$ cat src/rtl/divider_8bit_seq.sv
// ============================================================================
// Module   : divider_8bit_seq
// Purpose  : Iterative 8-bit restoring divider, one quotient bit per clock,
//            start/done handshake. Define DIVIDER_8BIT_SIGNED_EN for signed.
// Revision : 1.0 - initial release
// ============================================================================
`default_nettype none

module divider_8bit_seq (
    input  logic       clk_i,
    input  logic       rst_i,
    input  logic       start_i,
    input  logic [7:0] dividend_i,
    input  logic [7:0] divisor_i,
    output logic [7:0] quotient_o,
    output logic [7:0] remainder_o,
    output logic       busy_o,
    output logic       done_o,
    output logic       div_by_zero_o
);

    typedef enum logic [1:0] {
        S_IDLE = 2'd0,
        S_CALC = 2'd1,
        S_DONE = 2'd2
    } state_t;

    localparam logic [3:0] c_LAST_STEP = 4'd7;

    state_t     r_state, w_state_nxt;
    logic [7:0] r_rem,   w_rem_nxt;
    logic [7:0] r_q,     w_q_nxt;
    logic [7:0] r_div,   w_div_nxt;
    logic [3:0] r_cnt,   w_cnt_nxt;
    logic [7:0] w_quot_nxt, w_remo_nxt;
    logic       w_dbz_nxt;

    logic [8:0] w_r_shift;
    logic       w_ge;
    logic [7:0] w_rem_step;
    logic [7:0] w_q_step;
    logic [7:0] w_dd_mag, w_ds_mag;
    logic [7:0] w_q_final, w_r_final;

    // 9-bit compare; the subtraction only runs when R' >= D, so the true
    // difference is below D and the low 8 bits of the modulo-256 result suffice.
    assign w_r_shift  = {r_rem, r_q[7]};
    assign w_ge       = w_r_shift[8] | (w_r_shift[7:0] >= r_div);
    assign w_rem_step = w_ge ? (w_r_shift[7:0] - r_div) : w_r_shift[7:0];
    assign w_q_step   = {r_q[6:0], w_ge};

`ifdef DIVIDER_8BIT_SIGNED_EN
    logic r_neg_q, w_neg_q_nxt;
    logic r_neg_r, w_neg_r_nxt;

    assign w_dd_mag  = dividend_i[7] ? (8'd0 - dividend_i) : dividend_i;
    assign w_ds_mag  = divisor_i[7]  ? (8'd0 - divisor_i)  : divisor_i;
    assign w_q_final = r_neg_q ? (8'd0 - w_q_step)   : w_q_step;
    assign w_r_final = r_neg_r ? (8'd0 - w_rem_step) : w_rem_step;

    always_comb begin
        w_neg_q_nxt = r_neg_q;
        w_neg_r_nxt = r_neg_r;
        if ((r_state != S_CALC) && start_i) begin
            w_neg_q_nxt = dividend_i[7] ^ divisor_i[7];
            w_neg_r_nxt = dividend_i[7];
        end
    end

    always_ff @(posedge clk_i) begin
        if (rst_i) begin
            r_neg_q <= 1'b0;
            r_neg_r <= 1'b0;
        end else begin
            r_neg_q <= w_neg_q_nxt;
            r_neg_r <= w_neg_r_nxt;
        end
    end
`else
    assign w_dd_mag  = dividend_i;
    assign w_ds_mag  = divisor_i;
    assign w_q_final = w_q_step;
    assign w_r_final = w_rem_step;
`endif

    always_comb begin
        w_state_nxt = r_state;
        w_rem_nxt   = r_rem;
        w_q_nxt     = r_q;
        w_div_nxt   = r_div;
        w_cnt_nxt   = r_cnt;
        w_quot_nxt  = quotient_o;
        w_remo_nxt  = remainder_o;
        w_dbz_nxt   = div_by_zero_o;
        case (r_state)
            S_IDLE, S_DONE: begin
                if (start_i) begin
                    w_rem_nxt = 8'd0;
                    w_q_nxt   = w_dd_mag;
                    w_div_nxt = w_ds_mag;
                    w_cnt_nxt = 4'd0;
                    if (divisor_i == 8'd0) begin
                        w_state_nxt = S_DONE;
                        w_quot_nxt  = 8'hFF;
                        w_remo_nxt  = dividend_i;
                        w_dbz_nxt   = 1'b1;
                    end else begin
                        w_state_nxt = S_CALC;
                        w_dbz_nxt   = 1'b0;
                    end
                end else begin
                    w_state_nxt = S_IDLE;
                end
            end
            S_CALC: begin
                w_rem_nxt = w_rem_step;
                w_q_nxt   = w_q_step;
                w_cnt_nxt = r_cnt + 4'd1;
                if (r_cnt == c_LAST_STEP) begin
                    w_state_nxt = S_DONE;
                    w_quot_nxt  = w_q_final;
                    w_remo_nxt  = w_r_final;
                end
            end
            default: w_state_nxt = S_IDLE;
        endcase
    end

    always_ff @(posedge clk_i) begin
        if (rst_i) begin
            r_state       <= S_IDLE;
            r_rem         <= 8'd0;
            r_q           <= 8'd0;
            r_div         <= 8'd0;
            r_cnt         <= 4'd0;
            quotient_o    <= 8'd0;
            remainder_o   <= 8'd0;
            busy_o        <= 1'b0;
            done_o        <= 1'b0;
            div_by_zero_o <= 1'b0;
        end else begin
            r_state       <= w_state_nxt;
            r_rem         <= w_rem_nxt;
            r_q           <= w_q_nxt;
            r_div         <= w_div_nxt;
            r_cnt         <= w_cnt_nxt;
            quotient_o    <= w_quot_nxt;
            remainder_o   <= w_remo_nxt;
            busy_o        <= (w_state_nxt == S_CALC);
            done_o        <= (w_state_nxt == S_DONE);
            div_by_zero_o <= w_dbz_nxt;
        end
    end

endmodule

`default_nettype wire

$ cat config.mk
export PLATFORM = sky130hd
export DESIGN_NAME = divider_8bit_seq
export DESIGN_NICKNAME = d
export VERILOG_FILES = /design/src/rtl/divider_8bit_seq.sv
export SDC_FILE = /design/constraint.sdc
export NUM_CORES = 1
export LEC_CHECK = 0
export CAP_MARGIN = 40
export CORE_MARGIN = 3
export CORE_UTILIZATION = 48
export CTS_CLUSTER_DIAMETER = 40
export DETAILED_ROUTE_END_ITERATION = 10
export PLACE_DENSITY = 0.86
export SLEW_MARGIN = 10
export SYNTH_ARGS = -nofsm -noshare
export SYNTH_HDL_FRONTEND = slang
export SYNTH_SLANG_ARGS = --single-unit
$ cat constraint.sdc
create_clock -name clk_i -period 2.4 [get_ports clk_i]
set_clock_uncertainty 0.2 [all_clocks]
set_input_delay 0.48 -clock clk_i [delete_from_list [all_inputs] [get_ports clk_i]]
set_output_delay 0.48 -clock clk_i [all_outputs]
set_load 0.02 [all_outputs]
Yosys cells after proc, flatten, opt, wreduce, memory -nomap -nowiden
Index checks and enable logic that the tools add are counted.
W data, S select, Z words.
Storage, ports and cells
  word-level logic and storage cells: 49
  memory bits (writable): 0
  bits of input ports: 19
  memories: 0
  bits in latches: 0
  output and inout bits: 19
  register bits: 49
  bits in read-only memories: 0
Cells by class
  eq/ne operators: 8
  add/sub/neg operators: 2
  multiply operators: 0
  div/mod/pow operators: 0
  muxes and demuxes: 20
  reduce and logical (&&, ||, !) cells: 7
  magnitude comparators: 1
  bitwise gates (word level): 1
  shift operators: 0
Operator list (number)
  $mux W8: 9
  $pmux W8 S2: 4
  $ge A8 B8 Y1: 1
  $logic_not A8 Y1: 1
  $pmux W4 S2: 1
  $sub A8 B8 Y8: 1
  $mux W2: 3
  $ne A2 B2 Y1 const B: 3
  $add A4 B1 Y4 const B: 1
  $eq A2 B1 Y1 const B: 2
  $eq A2 B2 Y1 const B: 2
  $eq A4 B3 Y1 const B: 1
  $mux W4: 1
  $pmux W2 S2: 1
  $reduce_and A2 Y1: 2
  $reduce_and A4 Y1: 1
  $logic_not A2 Y1: 1
  $reduce_bool A2 Y1: 1
  $reduce_or A2 Y1: 1
  $mux W1: 1
  $or A1 B1 Y1: 1

Logic depth before layout (Yosys ltp)
  word-level depth: 5
  gate-level depth with buffers: 11
  depth with buffers taken out: 10

Worst setup path after synthesis
OpenSTA, ideal clock, no wires.
  path kind: register to register
  start: reg r_q[7]
  end: reg remainder_o[4]
  setup slack: -123 ps
  buffers on the path: 1
  stages on the path, launching flop included: 12
  data arrival time: 2206 ps
  required time: 2083 ps
  period minus slack after synthesis: 2523 ps
  setup time: 117 ps
  cells stage by stage: dfxtp_1 inv_1 ha_1 inv_1 fa_1 a21o_1 a21o_1 a311o_1 buf_6 mux2i_1 nand2_1 a22o_1
Between the ends
  longest elaborated chain between the ends: 5
Ends and longest elaborated chain
  start, declared: RTL line 32  | logic [7:0] r_q, w_q_nxt;
  start signal, assigned: RTL line 144  | r_q <= w_q_nxt;
  $ge A8 B8 Y1: RTL line 48  | assign w_ge = w_r_shift[8] | (w_r_shift[7:0] >= r_div);
  $or A1 B1 Y1: RTL line 48
  $mux W8 (*): RTL line 49  | assign w_rem_step = w_ge ? (w_r_shift[7:0] - r_div) : w_r_shift[7:0];
  $mux W8 (*): RTL line 119  | if (r_cnt == c_LAST_STEP) begin
  $pmux W8 S2 (*): RTL line 95  | case (r_state)
  end signal, assigned: RTL line 148  | remainder_o <= w_remo_nxt;
  end, declared: RTL line 16  | output logic [7:0] remainder_o,
Every way passes the cells marked *; elsewhere a longest branch is shown, timed or not. The select of a mux whose other input is x is not followed.
A chain may end at the register's enable or synchronous reset.

Worst setup path after layout
  start: reg r_q[7]
  end: reg remainder_o[0]
The elaborated chain is that of the path after synthesis.

==> reports/qor.txt <==
Layout cells sized above 1 = 16.5%
Initial antenna violation count = 0
Clock sink count = 49
VDD IR max = 0.436 mV
Synth warnings = 0
Worst EP arrival = 2550 ps
Chip height = 75.4 um
Mapped cell area = 2310 um^2
Total GRT Usage = 21.0%
Routed WL per cell = 14.2 um
R2R setup slack = -180 ps
Mean Syn Cell Area = 8.33 um^2
ANT nets after route = 0
Ports = 38
Largest net degree at the start of global routing = 40
Initial core utilization = 51.4%
Tcrit/Tclk final = 107%
First-pass GRT wire length = 9.18 mm
Metal2 WL = 2.69 mm
Required time of the critical path = 2370 ps
Final Worst Setup Slack = -177 ps
Tmin final = 2580 ps
Most frequent cells in the layout = dfxtp_1, nand2_1, nor2_1, clkdlybuf4s50_1, buf_4
Rows = 24
Die X-Extent = 75.4 um
RSZ-0062 raised after global routing = yes
Worst path cell trace = inv_2 > ha_4 > inv_2 > fa_2 > a21o_1 > a21o_1 > a311o_1 > buf_6 > o211ai_1 > a311oi_2
Endpoint class of the critical path = flip-flop
# DRC = 0
H-tree level count = 2
TNS Setup = -1220 ps
Most common cell after layout, fill and taps aside = dfxtp_1
Leak = 1.21 nW
Max incr delay on CP = 370 ps
Core footprint = 4500 um^2
Total of max-cap violations = 0
DR iter-0 viols = 109
Peak fanout along the critical path = 7
# hold bufs at CTS = 0
CTS buffer count = 5
Min-Delay Path Class = reg -> reg
Port Buf Inserts = 37
CTS Buffer Depth = 2
Full die area = 5690 um^2
Failing checks = setup timing
Dpl ws = -190 ps
Sum of routed wire segments on met1 = 2.47 mm
Met3 wire len = 306 um
Worst slew pin tran = 592 ps
Total power = 1.93 mW
Final #Nets = 368
Seq/Total Area, Yosys = 42.4%
Setup-failing EPs final = 15
Ant diodes = 0
PwrDens = 632 nW/um^2
Worst-Skew Late Latency = 300 ps
GR Overflow Total = 0
Slowest-stage cell, CP = a311o_1
Post-Syn Instances = 278
Via/cell ratio = 5.65
1st-pass router iterations = 4
Worst Setup Path Type = reg -> reg
Synthesized Nets = 307
Synth cell types = 45
Top sig layer = met4
CP Launch Type = flip-flop
Layout area overhead = 31.9%
Via Count = 2216
Final Core Density = 67.8%
Vias in the first global route = 2061
#FFs+latches synth = 49
Status = finished, violations left
Slew Viols, Final = 0
Clk pin slew, worst setup/hold paths = 90 ps
Final RePlAce weighted congestion = 0.893
Clock Root Buffer = clkbuf_8
Cells after DPL = 380
Post-Route WL = 5.58 mm
Final hold vios = 0
Final non-filler cell total = 392
Fmax = 388 MHz
Final HPWL DP = 4.10 mm
CTS tree = done
Slew headroom = 60.4%
-- logic make-up (layout without fill, tap and decap cells) --
logic type      Yosys count  after routing  share of synthesized area, %
mux                       3              3                          1.30
xor+xnor                  3              3                          1.14
simple gates            105            105                          19.2
fa+ha+maj                10             10                          5.73
buf+inv                  27             89                          4.76
flops                    49             49                          42.4
compound gates           81             81                          25.5
-- repair_timing --
action / in CTS / in global routing
cloned: 1 / 0
setup buffers: 2 / 1
endpoints found under the setup margin: 17 / 18
pin swaps: 13 / 5
endpoints found under the hold margin: 0 / 0
resized for setup: 4 / 1
-- cells in the mapped netlist --
cell type	instances	area share [%]
a22o_1	4	1.5
o22a_1	1	0.38
a211o_1	1	0.38
o21ai_0	9	1.9
o221ai_1	1	0.38
o31ai_1	1	0.32
o211a_1	3	1.3
buf_2	1	0.22
a311oi_1	8	3.0
nor3_1	4	0.86
nand3_1	2	0.43
clkbuf_1	14	2.3
buf_1	1	0.16
buf_6	1	0.49
o21a_1	7	2.3
ha_1	9	4.9
nand2_1	45	7.3
inv_1	10	1.6
a21oi_1	21	4.5
dfxtp_1	49	42
fa_1	1	0.86
o211ai_1	2	0.65
a311o_1	1	0.43
a21boi_0	1	0.32
xor2_1	1	0.38
o22ai_2	1	0.54
a211oi_1	9	2.9
nor2_1	37	6.0
mux2i_1	3	1.3
or2_2	2	0.54
a311oi_2	2	1.3
nand4_1	1	0.27
o311a_1	1	0.43
nand3b_1	1	0.32
nand2b_1	4	1.1
a41o_1	1	0.43
nor2b_1	4	1.1
or3_1	2	0.54
and3_1	1	0.27
nor4_1	2	0.54
a22oi_1	3	0.97
xnor2_1	2	0.76
a2bb2oi_1	1	0.38
a31o_2	1	0.38
a21o_1	2	0.65
-- critical path: cells and delay by family (launching register included) --
family	cells	cell delay (ps)
adders and majority gates	2	450
buffers and inverters	3	250
DFF	1	330
AOI/OAI and AO/OA	5	1210
-- stage by stage --
| step | hold WS, ps | cell area (um^2) |
|---|---|---|
| detailed placement | 249 | 2920 |
| global route | 280 | 3050 |
| CTS | 261 | 3050 |
| finish | 259 | 3050 |
| floorplan | 232 | 2330 |
| global placement | 243 | 2920 |
-- power by group --
group          internal, mW  switching (mW)
Sequential            0.853          0.0279
Combinational         0.272           0.300
Clock                 0.208           0.269
Total                  1.33           0.598
-- registers in the layout (all words and copies together), names as in the netlist --
register       count
busy_o             1
r_cnt              4
done_o             1
remainder_o        8
r_rem              8
r_div              8
r_q                8
r_state            2
div_by_zero_o      1
quotient_o         8
-- routing by layer --
| layer | track usage, % | vias up |
|---|---|---|
| met3 | 4.35 | 11 |
| met5 | 0 | - |
| li1 | - | 1108 |
| met2 | 35.8 | 63 |
| met1 | 26.1 | 1034 |
| met4 | 8.16 | 0 |
-- cell type report --
type                    instances  area, um^2
fillers                       383        1450
well taps                      52        65.1
clock buffers                   6        72.6
clock inverters                 2        13.8
multi-input cells             202        1250
flip-flops and latches         49         983
repair buffers                 71         627
inverters                      10        37.5
-- worst paths after layout --
kind,start,to,cells after the start
worst max register to register,r_q[7],remainder_o[0],10
worst min register to register,r_div[3],r_div[3],2
worst max-delay path,r_q[7],remainder_o[0],10
worst min-delay path,r_div[3],r_div[3],2
No activity file was read; power rests on OpenSTA's default activity.
